[src/rtl/kws_pkg.sv]
// rtl/kws_pkg.sv - shared types, limits and width helper for kernel_window_scanner
//
// Purpose: scanner state encoding, largest legal window side, and the
//          accumulator width function used by the top and the MAC.
// Contents: state_e (ST_IDLE/ST_SCAN/ST_DONE), SIZE_MAX, acc_w().

package kws_pkg;

  localparam int SIZE_MAX = 15;

  typedef enum logic [1:0] {
    ST_IDLE = 2'd0,
    ST_SCAN = 2'd1,
    ST_DONE = 2'd2
  } state_e;

  // Room for the full product plus headroom for summing size*size terms.
  function automatic int acc_w(input int size, input int data_w);
    return 2 * data_w + $clog2(size * size);
  endfunction

endpackage

[src/rtl/kws_mac.sv]
// rtl/kws_mac.sv - unsigned multiply-accumulate for the window scanner
//
// Purpose: sums a_i*b_i on every enabled cycle; clear_i wins over en_i.
// Ports:
//   clk, n_rst     - clock, asynchronous active-low reset
//   clear_i        - zero the accumulator
//   en_i           - add the current product
//   a_i, b_i       - unsigned operands, DATA_W bits
//   acc_o          - running sum, ACC_W bits

module kws_mac #(
  parameter int DATA_W = 8,
  parameter int ACC_W  = 20
) (
  input  logic              clk,
  input  logic              n_rst,
  input  logic              clear_i,
  input  logic              en_i,
  input  logic [DATA_W-1:0] a_i,
  input  logic [DATA_W-1:0] b_i,
  output logic [ACC_W-1:0]  acc_o
);

  logic [ACC_W-1:0]    acc_q;
  logic [ACC_W-1:0]    acc_d;
  logic [2*DATA_W-1:0] prod;

  assign prod = {{DATA_W{1'b0}}, a_i} * {{DATA_W{1'b0}}, b_i};

  always_comb begin
    acc_d = acc_q;
    if (clear_i) begin
      acc_d = '0;
    end else if (en_i) begin
      acc_d = acc_q + {{(ACC_W - 2 * DATA_W){1'b0}}, prod};
    end
  end

  always_ff @(posedge clk or negedge n_rst) begin
    if (!n_rst) begin
      acc_q <= '0;
    end else begin
      acc_q <= acc_d;
    end
  end

  assign acc_o = acc_q;

endmodule

[src/rtl/kernel_window_scanner.sv]
// rtl/kernel_window_scanner.sv - streams a snapshotted SIZExSIZE window beat by beat
//
// Purpose: on start, captures the pixel and kernel windows and emits one
//          beat per (x,y) position, y inner, with valid/ready flow control.
//          Optional MAC (macro KWS_MAC_EN) sums pixel*kernel over the scan.
// Ports:
//   clk, n_rst            - clock, asynchronous active-low reset
//   start, abort          - begin a scan (IDLE only), cancel a scan (SCAN only)
//   kernel, in            - coefficient / pixel windows indexed [x][y]
//   out_ready             - downstream accepts the current beat
//   out_valid             - beat outputs valid (exactly while scanning)
//   pixel_v, kernel_v     - snapshot elements at [cur_x][cur_y]
//   cur_x, cur_y, last    - beat position, final-beat flag
//   busy, done            - scan or completion active, one-cycle done pulse
//   acc_out, acc_valid    - MAC sum and its valid flag (zero without KWS_MAC_EN)

module kernel_window_scanner
  import kws_pkg::*;
#(
  parameter logic [3:0] SIZE   = 4'd3,
  parameter int         DATA_W = 8
) (
  input  logic                                  clk,
  input  logic                                  n_rst,
  input  logic                                  start,
  input  logic                                  abort,
  input  logic [SIZE-1:0][SIZE-1:0][DATA_W-1:0] kernel,
  input  logic [SIZE-1:0][SIZE-1:0][DATA_W-1:0] in,
  input  logic                                  out_ready,
  output logic                                  out_valid,
  output logic [DATA_W-1:0]                     pixel_v,
  output logic [DATA_W-1:0]                     kernel_v,
  output logic [3:0]                            cur_x,
  output logic [3:0]                            cur_y,
  output logic                                  last,
  output logic                                  busy,
  output logic                                  done,
  output logic [acc_w(int'(SIZE), DATA_W)-1:0]  acc_out,
  output logic                                  acc_valid
);

  localparam int         N        = int'(SIZE);
  localparam logic [3:0] LAST_IDX = SIZE - 4'd1;

  typedef logic [SIZE-1:0][SIZE-1:0][DATA_W-1:0] window_t;

  state_e            state_q, state_d;
  window_t           psnap_q, psnap_d;
  window_t           ksnap_q, ksnap_d;
  logic [3:0]        cur_x_q, cur_x_d;
  logic [3:0]        cur_y_q, cur_y_d;
  logic [DATA_W-1:0] pix_q, pix_d;
  logic [DATA_W-1:0] ker_q, ker_d;
  logic              last_q, last_d;

  logic              start_acc;
  logic              fire;
  logic [3:0]        nx, ny;
  logic [DATA_W-1:0] pix_next, ker_next;

  assign start_acc = (state_q == ST_IDLE) && start;
  // abort outranks a handshake, including the one on the final beat
  assign fire      = (state_q == ST_SCAN) && out_ready && !abort;

  always_comb begin
    if (cur_y_q == LAST_IDX) begin
      nx = cur_x_q + 4'd1;
      ny = 4'd0;
    end else begin
      nx = cur_x_q;
      ny = cur_y_q + 4'd1;
    end
  end

  // Explicit compare-select keeps the 4-bit counters away from narrower array indices.
  always_comb begin
    pix_next = '0;
    ker_next = '0;
    for (int i = 0; i < N; i++) begin
      for (int j = 0; j < N; j++) begin
        if (4'(i) == nx && 4'(j) == ny) begin
          pix_next = psnap_q[i][j];
          ker_next = ksnap_q[i][j];
        end
      end
    end
  end

  always_comb begin
    state_d = state_q;
    psnap_d = psnap_q;
    ksnap_d = ksnap_q;
    cur_x_d = cur_x_q;
    cur_y_d = cur_y_q;
    pix_d   = pix_q;
    ker_d   = ker_q;
    last_d  = last_q;
    unique case (state_q)
      ST_IDLE: begin
        if (start_acc) begin
          state_d = ST_SCAN;
          psnap_d = in;
          ksnap_d = kernel;
          cur_x_d = 4'd0;
          cur_y_d = 4'd0;
          pix_d   = in[0][0];
          ker_d   = kernel[0][0];
          last_d  = 1'b0;
        end
      end
      ST_SCAN: begin
        if (abort) begin
          state_d = ST_IDLE;
          last_d  = 1'b0;
        end else if (fire) begin
          if (last_q) begin
            state_d = ST_DONE;
            last_d  = 1'b0;
          end else begin
            cur_x_d = nx;
            cur_y_d = ny;
            pix_d   = pix_next;
            ker_d   = ker_next;
            last_d  = (nx == LAST_IDX) && (ny == LAST_IDX);
          end
        end
      end
      ST_DONE: state_d = ST_IDLE;
      default: state_d = ST_IDLE;
    endcase
  end

  always_ff @(posedge clk or negedge n_rst) begin
    if (!n_rst) begin
      state_q <= ST_IDLE;
      psnap_q <= '0;
      ksnap_q <= '0;
      cur_x_q <= '0;
      cur_y_q <= '0;
      pix_q   <= '0;
      ker_q   <= '0;
      last_q  <= 1'b0;
    end else begin
      state_q <= state_d;
      psnap_q <= psnap_d;
      ksnap_q <= ksnap_d;
      cur_x_q <= cur_x_d;
      cur_y_q <= cur_y_d;
      pix_q   <= pix_d;
      ker_q   <= ker_d;
      last_q  <= last_d;
    end
  end

  assign out_valid = (state_q == ST_SCAN);
  assign busy      = (state_q == ST_SCAN) || (state_q == ST_DONE);
  assign done      = (state_q == ST_DONE);
  assign pixel_v   = pix_q;
  assign kernel_v  = ker_q;
  assign cur_x     = cur_x_q;
  assign cur_y     = cur_y_q;
  assign last      = last_q;

`ifdef KWS_MAC_EN
  localparam int ACC_W = acc_w(N, DATA_W);

  kws_mac #(
    .DATA_W (DATA_W),
    .ACC_W  (ACC_W)
  ) u_mac (
    .clk     (clk),
    .n_rst   (n_rst),
    .clear_i (start_acc),
    .en_i    (fire),
    .a_i     (pix_q),
    .b_i     (ker_q),
    .acc_o   (acc_out)
  );

  assign acc_valid = (state_q == ST_DONE);
`else
  assign acc_out   = '0;
  assign acc_valid = 1'b0;
`endif

endmodule

[config.mk]
export PLATFORM = sky130hd
export DESIGN_NAME = kernel_window_scanner
export DESIGN_NICKNAME = d
export VERILOG_FILES = /design/src/rtl/kws_pkg.sv /design/src/rtl/kws_mac.sv /design/src/rtl/kernel_window_scanner.sv
export SDC_FILE = /design/constraint.sdc
export NUM_CORES = 1
export LEC_CHECK = 0
export CELL_PAD_IN_SITES_DETAIL_PLACEMENT = 0
export CELL_PAD_IN_SITES_GLOBAL_PLACEMENT = 1
export CORE_MARGIN = 2
export CORE_UTILIZATION = 41
export CTS_BUF_LIST = sky130_fd_sc_hd__clkbuf_4 sky130_fd_sc_hd__clkbuf_8
export CTS_CLUSTER_DIAMETER = 80
export DETAILED_ROUTE_END_ITERATION = 8
export PLACE_DENSITY = 0.83
export REMOVE_ABC_BUFFERS = 1
export SLEW_MARGIN = 10
export SYNTH_ARGS = -nofsm -noshare
export SYNTH_HDL_FRONTEND = slang
export SYNTH_SLANG_ARGS = --single-unit
export TNS_END_PERCENT = 10
[constraint.sdc]
create_clock -name clk -period 2.57 [get_ports clk]
set_input_delay 0.3855 -clock clk [delete_from_list [all_inputs] [get_ports clk]]
set_output_delay 0.3855 -clock clk [all_outputs]
set_load 0.02 [all_outputs]
---- Word-level counts from Yosys, hierarchy flattened ----
Index checks and enable logic that the tools add are counted.
word-level totals
  register bits after elaboration ......... 171
  bits of input ports ..................... 149
  memory bits (writable) .................. 0
  word-level logic and storage cells ...... 113
  memories kept ........................... 0
  bits in latches ......................... 0
  memory bits (read-only) ................. 0
  output and inout bits ................... 49
operators by class
  $add $sub $neg .......................... 2
  divide/modulo/power cells ............... 0
  bitwise gates (word level) .............. 0
  multiplexer cells ....................... 49
  equality and inequality tests ........... 15
  reductions and logical operators ........ 23
  shifts and indexed selects .............. 0
  $mul .................................... 0
  magnitude comparators ................... 0
operators by type and width
  cell                                                  number
  2-to-1 mux 8 bit                                      26
  2-to-1 mux 4 bit                                      9
  case mux 8 bit (2 select lines)                       2
  case mux 4 bit (2 select lines)                       2
  logical AND 1 bit                                     13
  equality test 4 x 2 -> 1 bit (second input constant)  3
  adder 4 x 1 -> 4 bit (second input constant)          2
  equality test 1 x 4 -> 1 bit (first input constant)   2
  equality test 2 x 4 -> 1 bit (first input constant)   2
  logical NOT 4 bit                                     2
  2-to-1 mux 2 bit                                      4
  != test 2 bit (second input constant)                 3
  != test 3 x 2 -> 1 bit (second input constant)        2
  AND reduction 3 bit                                   2
  AND reduction 5 bit                                   1
  2-to-1 mux 1 bit                                      4
  case mux 2 bit (2 select lines)                       1
  equality test 2 x 1 -> 1 bit (second input constant)  1
  equality test 2 bit (second input constant)           1
  logical NOT 2 bit                                     1
  != test 2 x 1 -> 1 bit (second input constant)        1
  case mux 1 bit (2 select lines)                       1
  AND reduction 2 bit                                   1
  nonzero test 2 bit                                    1
  other kinds (2)                                       2

---- Depth between registers and ports, before layout ----
  depth in word-level cells ............... 17
  depth in mapped cells ................... 10
  mapped depth without buffers ............ 8

---- Worst setup path before layout ----
Ideal clock, no wire load.
  path type ............................... register to register
  from .................................... register cur_y_q[0], in the netlist cur_y[0]
  to ...................................... register pix_q[0], in the netlist pixel_v[0]
  cell stages (with the launch flop) ...... 11
  slack ................................... 0.181 ns
  arrival ................................. 2.295 ns
  library setup time ...................... 0.094 ns
  path through ............................ dfrtp_1 > buf_6 > or4b_4 > buf_6 > nor4b_4 > o21a_1 > or2_1 > buf_6 > buf_8 > a21oi_2 > a221oi_2
between the ends
  cells in the longest elaborated chain, start to end .. 17
  elaborated cells on any way between the ends .. 32
RTL lines
  what                                                                  RTL line                                                  RTL
  from (decl)                                                           kernel_window_scanner.sv:51                               logic [3:0] cur_y_q, cur_y_d;
  from (signal assigned)                                                kernel_window_scanner.sv:148                              cur_y_q <= cur_y_d;
  adder 4 x 1 -> 4 bit or equality test 4 x 2 -> 1 bit (tied branches)  kernel_window_scanner.sv:71, kernel_window_scanner.sv:66
  2-to-1 mux 4 bit                                                      kernel_window_scanner.sv:66                               if (cur_y_q == LAST_IDX) begin
  logical NOT 4 bit                                                     kernel_window_scanner.sv:81                               if (4'(i) == nx && 4'(j) == ny) begin
  logical AND 1 bit                                                     kernel_window_scanner.sv:81
  2-to-1 mux 8 bit (8 in a row)                                         kernel_window_scanner.sv:81
  2-to-1 mux 8 bit *                                                    kernel_window_scanner.sv:81
  2-to-1 mux 8 bit *                                                    kernel_window_scanner.sv:116                              if (last_q) begin
  2-to-1 mux 8 bit *                                                    kernel_window_scanner.sv:115                              end else if (fire) begin
  2-to-1 mux 8 bit *                                                    kernel_window_scanner.sv:112                              if (abort) begin
  case mux 8 bit (2 select lines) *                                     kernel_window_scanner.sv:98                               unique case (state_q)
  to (signal assigned)                                                  kernel_window_scanner.sv:149                              pix_q <= pix_d;
  to (decl)                                                             kernel_window_scanner.sv:52                               logic [DATA_W-1:0] pix_q, pix_d;
Mark *: on every way between the ends. The rest lies on a longest branch, timed or not. The select of a mux whose other input is x is not followed.
A chain may end at the register's enable or synchronous reset.

---- Worst setup path after layout ----
  from .................................... register cur_x_q[2], in the netlist cur_x[2]
  to ...................................... register pix_q[2], in the netlist pixel_v[2]
between the ends
  cells in the longest elaborated chain, start to end .. 17
  elaborated cells on any way between the ends .. 27
RTL lines
  what                               RTL line                      RTL
  from (decl)                        kernel_window_scanner.sv:50   logic [3:0] cur_x_q, cur_x_d;
  from (signal assigned)             kernel_window_scanner.sv:147  cur_x_q <= cur_x_d;
  adder 4 x 1 -> 4 bit               kernel_window_scanner.sv:67   nx = cur_x_q + 4'd1;
  2-to-1 mux 4 bit *                 kernel_window_scanner.sv:66
  logical NOT 4 bit                  kernel_window_scanner.sv:81
  logical AND 1 bit                  kernel_window_scanner.sv:81
  2-to-1 mux 8 bit (8 in a row)      kernel_window_scanner.sv:81
  2-to-1 mux 8 bit *                 kernel_window_scanner.sv:81
  2-to-1 mux 8 bit *                 kernel_window_scanner.sv:116
  2-to-1 mux 8 bit *                 kernel_window_scanner.sv:115
  2-to-1 mux 8 bit *                 kernel_window_scanner.sv:112
  case mux 8 bit (2 select lines) *  kernel_window_scanner.sv:98
Marked as above.

==> metrics.csv <==
metric,value,unit
outcome,completed,
critPathKind,register to register,
synth_top_area_share,50.85,%
ios,198,
cts.sinks,171,
crit_fanout,11,
grt_pass1_wl,36080,µm
period_minus_slack,2.382,ns
cts_buffers,17,
endpoint_kind,register,
cts_buffer_depth,2,
die_area,0.02169,mm²
drv_cap,0,
h-tree-depth,4,
grt_max_degree,69,
vias_per_cell,5.445,
first_global_vias,6511,
synth_warnings,0,
final_cell_mix,"clkdlybuf4s50_1, dfrtp_1, mux2_2",
drive_above_1_share,26.20,%
grt.overflow.total,0,
gp_congestion,0.8275,
cts-root-buf,clkbuf_8,
leakage,4.497,nW
required,2.91,ns
start_util,41.72,%
core,0.02017,mm²
synth_area_leader_cell,dfrtp_1,
cts_tree,yes,
hold_path_class,input port to asynchronous set/reset pin,
setup_viol,0,
dp.cells,1157,
async_flop_share,100.0,%
fmax,0.4199,GHz
worst_pin_slew,0.8900,ns
grt_setup_unrepaired,false,
ys_seq_area_share,50.85,%
r2r-start,cur_x[2]$_DFFE_PN0P_,
clkTransAtPathRegs,0.09,ns
period_share,92.67,%
drv_slew,0,
synth_area_leaders,"dfrtp_1, mux2_2, o21ai_0",
fp.dieW,147.3,µm
drcViolationCount,0,
place_area,0.01060,mm²
synth_seq_cells,171,
synth_ff_type,dfrtp_1,
dp_hpwl,16160,µm
arrival,2.72,ns
final_cells,1190,
synth_cell_types,60,
die_h,147.3,µm
ir_worst_vdd,601.4,µV
antenna_found_initial,0,
num-nets-final,1060,
port_buffers,176,
synth_edf_count,0,
drt_pass1_iterations,5,
relSlewSlack,40.44,%
critPathLaunchType,register,
final_hold_viol_count,0,
avgSynthCellArea,11.67,µm²
power_density,1139,mW/mm²
drt_iter0_markers,549,
p_total,12.52,mW
syn-cell-area,0.008416,mm²
netlist_instances,721,
syn_to_final_growth,30.58,%
crit_start,cur_x[2]$_DFFE_PN0P_,
skew,0.01397,ns
final_common_cell,clkdlybuf4s50_1,
fin_setup_tns,0,ns
clkLatencyLatePin,0.47,ns
std_cell_rows,52,
stdcell_area,0.01099,mm²
drt-total-wl,22740,µm
track_usage,21.54,%
drtAntennaViolNets,0,
cts_setup_buffers,0,
fin_hold_ws,0.4770,ns
wl_per_cell,19.11,µm
diodes,0,
dr_total_vias,6480,
## logic make-up after synthesis
| logic type | synth area share (%) |
|---|---|
| flops | 50.85 |
| compound gates | 13.75 |
| mux | 21.29 |
| simple gates | 8.266 |
| buf+inv | 5.099 |
| fa+ha+maj | 0.5947 |
| other cells | 0.04456 |
| xor+xnor | 0.1041 |
## what timing repair did
action	4_1_cts	5_1_grt
endpoints found under the setup margin	1	7
hold buffers	1	0
hold endpoints to repair	63	0
gates resized for setup	2	2
## layout make-up
| class | instances | area [µm²] |
|---|---|---|
| fillers | 1808 | 9180 |
| flip-flops and latches | 171 | 4279 |
| multi-input cells | 489 | 3825 |
| repair buffers | 222 | 2158 |
| well taps | 270 | 337.8 |
| clock buffers | 18 | 247.7 |
| clock inverters | 14 | 118.9 |
| inverters | 6 | 22.52 |
## metal layers
layer	routed length [µm]	GRT usage [%]	part of all wire [%]	up-vias
met4	354	5.721	1.6	0
met5	0	0	0	-
met2	10590	33.60	47	272
met3	1565	4.689	6.9	32
met1	10230	30.63	45	3203
li1	-	-	-	2973
## worst max-delay path, stage by stage (launching register included)
cell and delay [ns]:
dfrtp_1 0.53, buf_4 0.20, a21oi_1 0.06, o2111a_1 0.26, o22ai_2 0.26, buf_4 0.27, nor2_1 0.09, a2111oi_0 0.44
o22ai_1 0.13
## cells in the mapped netlist (9+ instances only)
| library cell | count |
|---|---|
| a211oi_1 | 9 |
| a21oi_1 | 20 |
| a222oi_1 | 10 |
| a22oi_1 | 10 |
| buf_4 | 22 |
| clkbuf_1 | 36 |
| dfrtp_1 | 171 |
| mux2_2 | 144 |
| mux2i_1 | 17 |
| nand2_1 | 41 |
| nand2b_1 | 15 |
| nor2_1 | 37 |
| nor3b_1 | 10 |
| o21ai_0 | 53 |
| o22ai_1 | 14 |
## metrics by stage
| step | worst slack, ns | utilization (%) |
|---|---|---|
| final | 0.1883 | 54.49 |
| after detailed placement | -0.01962 | 52.53 |
| after floorplan | -2.104 | - |
| after global placement | 0.05468 | 52.53 |
| after CTS | 0.02057 | 54.44 |
| after global routing | 0.06577 | 54.49 |
## report_power, final
part | total (mW) | switching [mW] | internal, mW | leakage (nW)
Clock | 1.81 | 1.02 | 0.791 | 0.189
Combinational | 5.92 | 3.00 | 2.92 | 2.28
Sequential | 4.79 | 0.782 | 4.01 | 2.03
Total | 12.5 | 4.79 | 7.73 | 4.50
## final timing paths
| path | endpoint | slack [ns] | cells past startpoint |
|---|---|---|---|
| max | pixel_v[2]$_DFFE_PN0P_ | 0.19 | 8 |
| min | ksnap_q[34]$_DFFE_PN0P_ | 0.48 | 2 |
| max reg2reg | pixel_v[2]$_DFFE_PN0P_ | 0.19 | 8 |
| min reg2reg | psnap_q[2]$_DFFE_PN0P_ | 0.49 | 2 |
| max in group asynchronous | ksnap_q[11]$_DFFE_PN0P_ | 1.22 | 3 |
| min in group clk | psnap_q[2]$_DFFE_PN0P_ | 0.49 | 2 |
## state kept, by name, indices dropped and copies added, names as in the netlist
register,flops
cur_x,4
cur_y,4
kernel_v,8
ksnap_q,72
last,1
pixel_v,8
psnap_q,72
state_q,2
Note: power is estimated with default switching activity, not from simulation.
==> RTL change, RTL diff (same settings) <==
Add a define of `KWS_MAC_EN`.
--- a/src/rtl/kernel_window_scanner.sv
+++ b/src/rtl/kernel_window_scanner.sv
@@ -13,6 +13,8 @@
 //   cur_x, cur_y, last    - beat position, final-beat flag
 //   busy, done            - scan or completion active, one-cycle done pulse
 //   acc_out, acc_valid    - MAC sum and its valid flag (zero without KWS_MAC_EN)
+
+`define KWS_MAC_EN
 
 module kernel_window_scanner
   import kws_pkg::*;
Check against the original RTL: not equivalent (a bounded check fails within 4 cycles, from zero or initial values and one cycle with n_rst low).
==> RTL change against the original RTL <==
The flow now finishes with violations (negative setup slack). Count of clock-buffer cells in the layout unchanged. Area after synthesis increased by 35%. Final area increased by 42%. Setup slack got worse by 2.0 ns. Power increased by 94%. Sequential power increased by 7.9%. Wire length increased by 49%. Sequential cell count increased by 20.
==> RTL change: results (changes against the original RTL) <==
stage,metric,value,unit,change
route,drt-pass1-iter-count,6,,was 5
synth,synth_compound_area_share,14.0,%,was 13.8%
pwr,max-vdd-ir-drop,1.28,mV,was 0.601 mV
pwr,leakage,7.69,nW,was 4.50 nW
grt,grt_pass1_vias,10227,,was 6511
route,viasPerCell,5.10,,was 5.45
critical_path,cpMaxStageDelayCell,fa_1,,was dfrtp_1
finish,finalNetCount,1872,,was 1060
synth,synth_common_cells,"497 x nand2_1, 191 x dfrtp_1, 118 x inv_1",,"was 171 x dfrtp_1, 144 x mux2_2, 53 x o21ai_0"
grt,grt_max_degree,71,,was 69
placed_design,io_buffers,197,,was 176
grt,grt_pass1_wl,54.2,mm,was 36.1 mm
sta,setup_ws,-1.84,ns,was 0.188 ns
outcome,violations,negative setup slack,,
sta,setup_violations,33,,was 0
synth,synthXorXnorAreaFrac,0.695,%,was 0.104%
sta,fin_hold_ws,0.412,ns,was 0.477 ns
critical_path,r2r_end,u_mac.acc_o[18]$_DFFE_PN0P_,,was pixel_v[2]$_DFFE_PN0P_
grt,track_usage,23.9,%,was 21.5%
route,drtIter0Drc,804,,was 549
critical_path,cp_max_fo,5,,was 11
sta,clock_skew,0.0235,ns,was 0.0140 ns
placed_design,place.gp.congestion,0.844,,was 0.828
synth,syn-instance-count,1332,,was 721
outcome,status,"complete, but fails checks",,"was complete, no violations"
## RTL change: cell count changes after synthesis, sizes merged, moves of 14 or more
| cell | change |
|---|---|
| inv | +113 |
| nand2 | +456 |
| mux2 | -143 |
| ha | +41 |
| clkbuf | +20 |
| a31oi | +15 |
| a221oi | +15 |
| o21ai | -21 |
| and2 | +43 |
| mux2i | -14 |
| a21oi | +18 |
| buf | -21 |
| fa | +50 |
| dfrtp | +20 |
## RTL change: what timing repair did
item	CTS	global route
hold buffers	1	0
pin swaps	22	26
cloned	0	0
resized for setup	50	35
endpoints found under the hold margin	65	0
buffers inserted	2	4
setup endpoints to repair	33	33
## RTL change: critical path, delay by kind of cell (launching register included)
kind | cells | cell delay (ns)
adder cells (fa/ha/maj) | 5 | 2.20
buffers and inverters | 3 | 0.22
AO/OA/AOI/OAI | 7 | 1.29
flip-flops | 1 | 0.47
AND/OR/NAND/NOR | 1 | 0.15
## RTL change: worst min path at each step
stage / startpoint / endpoint / cells past startpoint
floorplan: n_rst / cur_x[0]$_DFFE_PN0P_ / 0
global placement: n_rst / psnap_q[27]$_DFFE_PN0P_ / 1
detailed placement: n_rst / psnap_q[27]$_DFFE_PN0P_ / 1
CTS: in[39] / psnap_q[39]$_DFFE_PN0P_ / 3
global route: in[24] / psnap_q[24]$_DFFE_PN0P_ / 3
finish: in[33] / psnap_q[33]$_DFFE_PN0P_ / 3
## RTL change: logic make-up after synthesis
group                    Yosys count
AO/OA/AOI/OAI                    222
XOR/XNOR                           9
adder cells (fa/ha/maj)           95
buffers and inverters            193
flip-flops                       191
multiplexers                       4
AND/OR/NAND/NOR                  618
## RTL change: layer usage
layer	wire (µm)	vias to the layer above
met5	0	-
met4	651	0
met3	1450	39
met2	16300	288
met1	15400	4991
li1	-	4947
## RTL change: final cells by class
| class | instances | area, µm² | share of cell area (%) |
|---|---|---|---|
| multi-input combinational | 948 | 6120 | 39.3 |
| sequential | 191 | 4790 | 30.7 |
| timing repair buffer | 351 | 3320 | 21.3 |
| tap | 372 | 465 | 2.99 |
| inverter | 119 | 447 | 2.87 |
| clock buffer | 18 | 248 | 1.59 |
| clock inverter | 14 | 185 | 1.19 |
## RTL change: power by group through the flow
| stage | Clock (W) | Combinational, W | Sequential, W |
|---|---|---|---|
| after floorplan | 0 | 0.00852 | 0.00538 |
| after global placement | 0 | 0.0147 | 0.00512 |
| after detailed placement | 0 | 0.0150 | 0.00518 |
| after CTS | 0.00215 | 0.0161 | 0.00514 |
| after global routing | 0.00229 | 0.0189 | 0.00533 |
| final | 0.00212 | 0.0170 | 0.00517 |
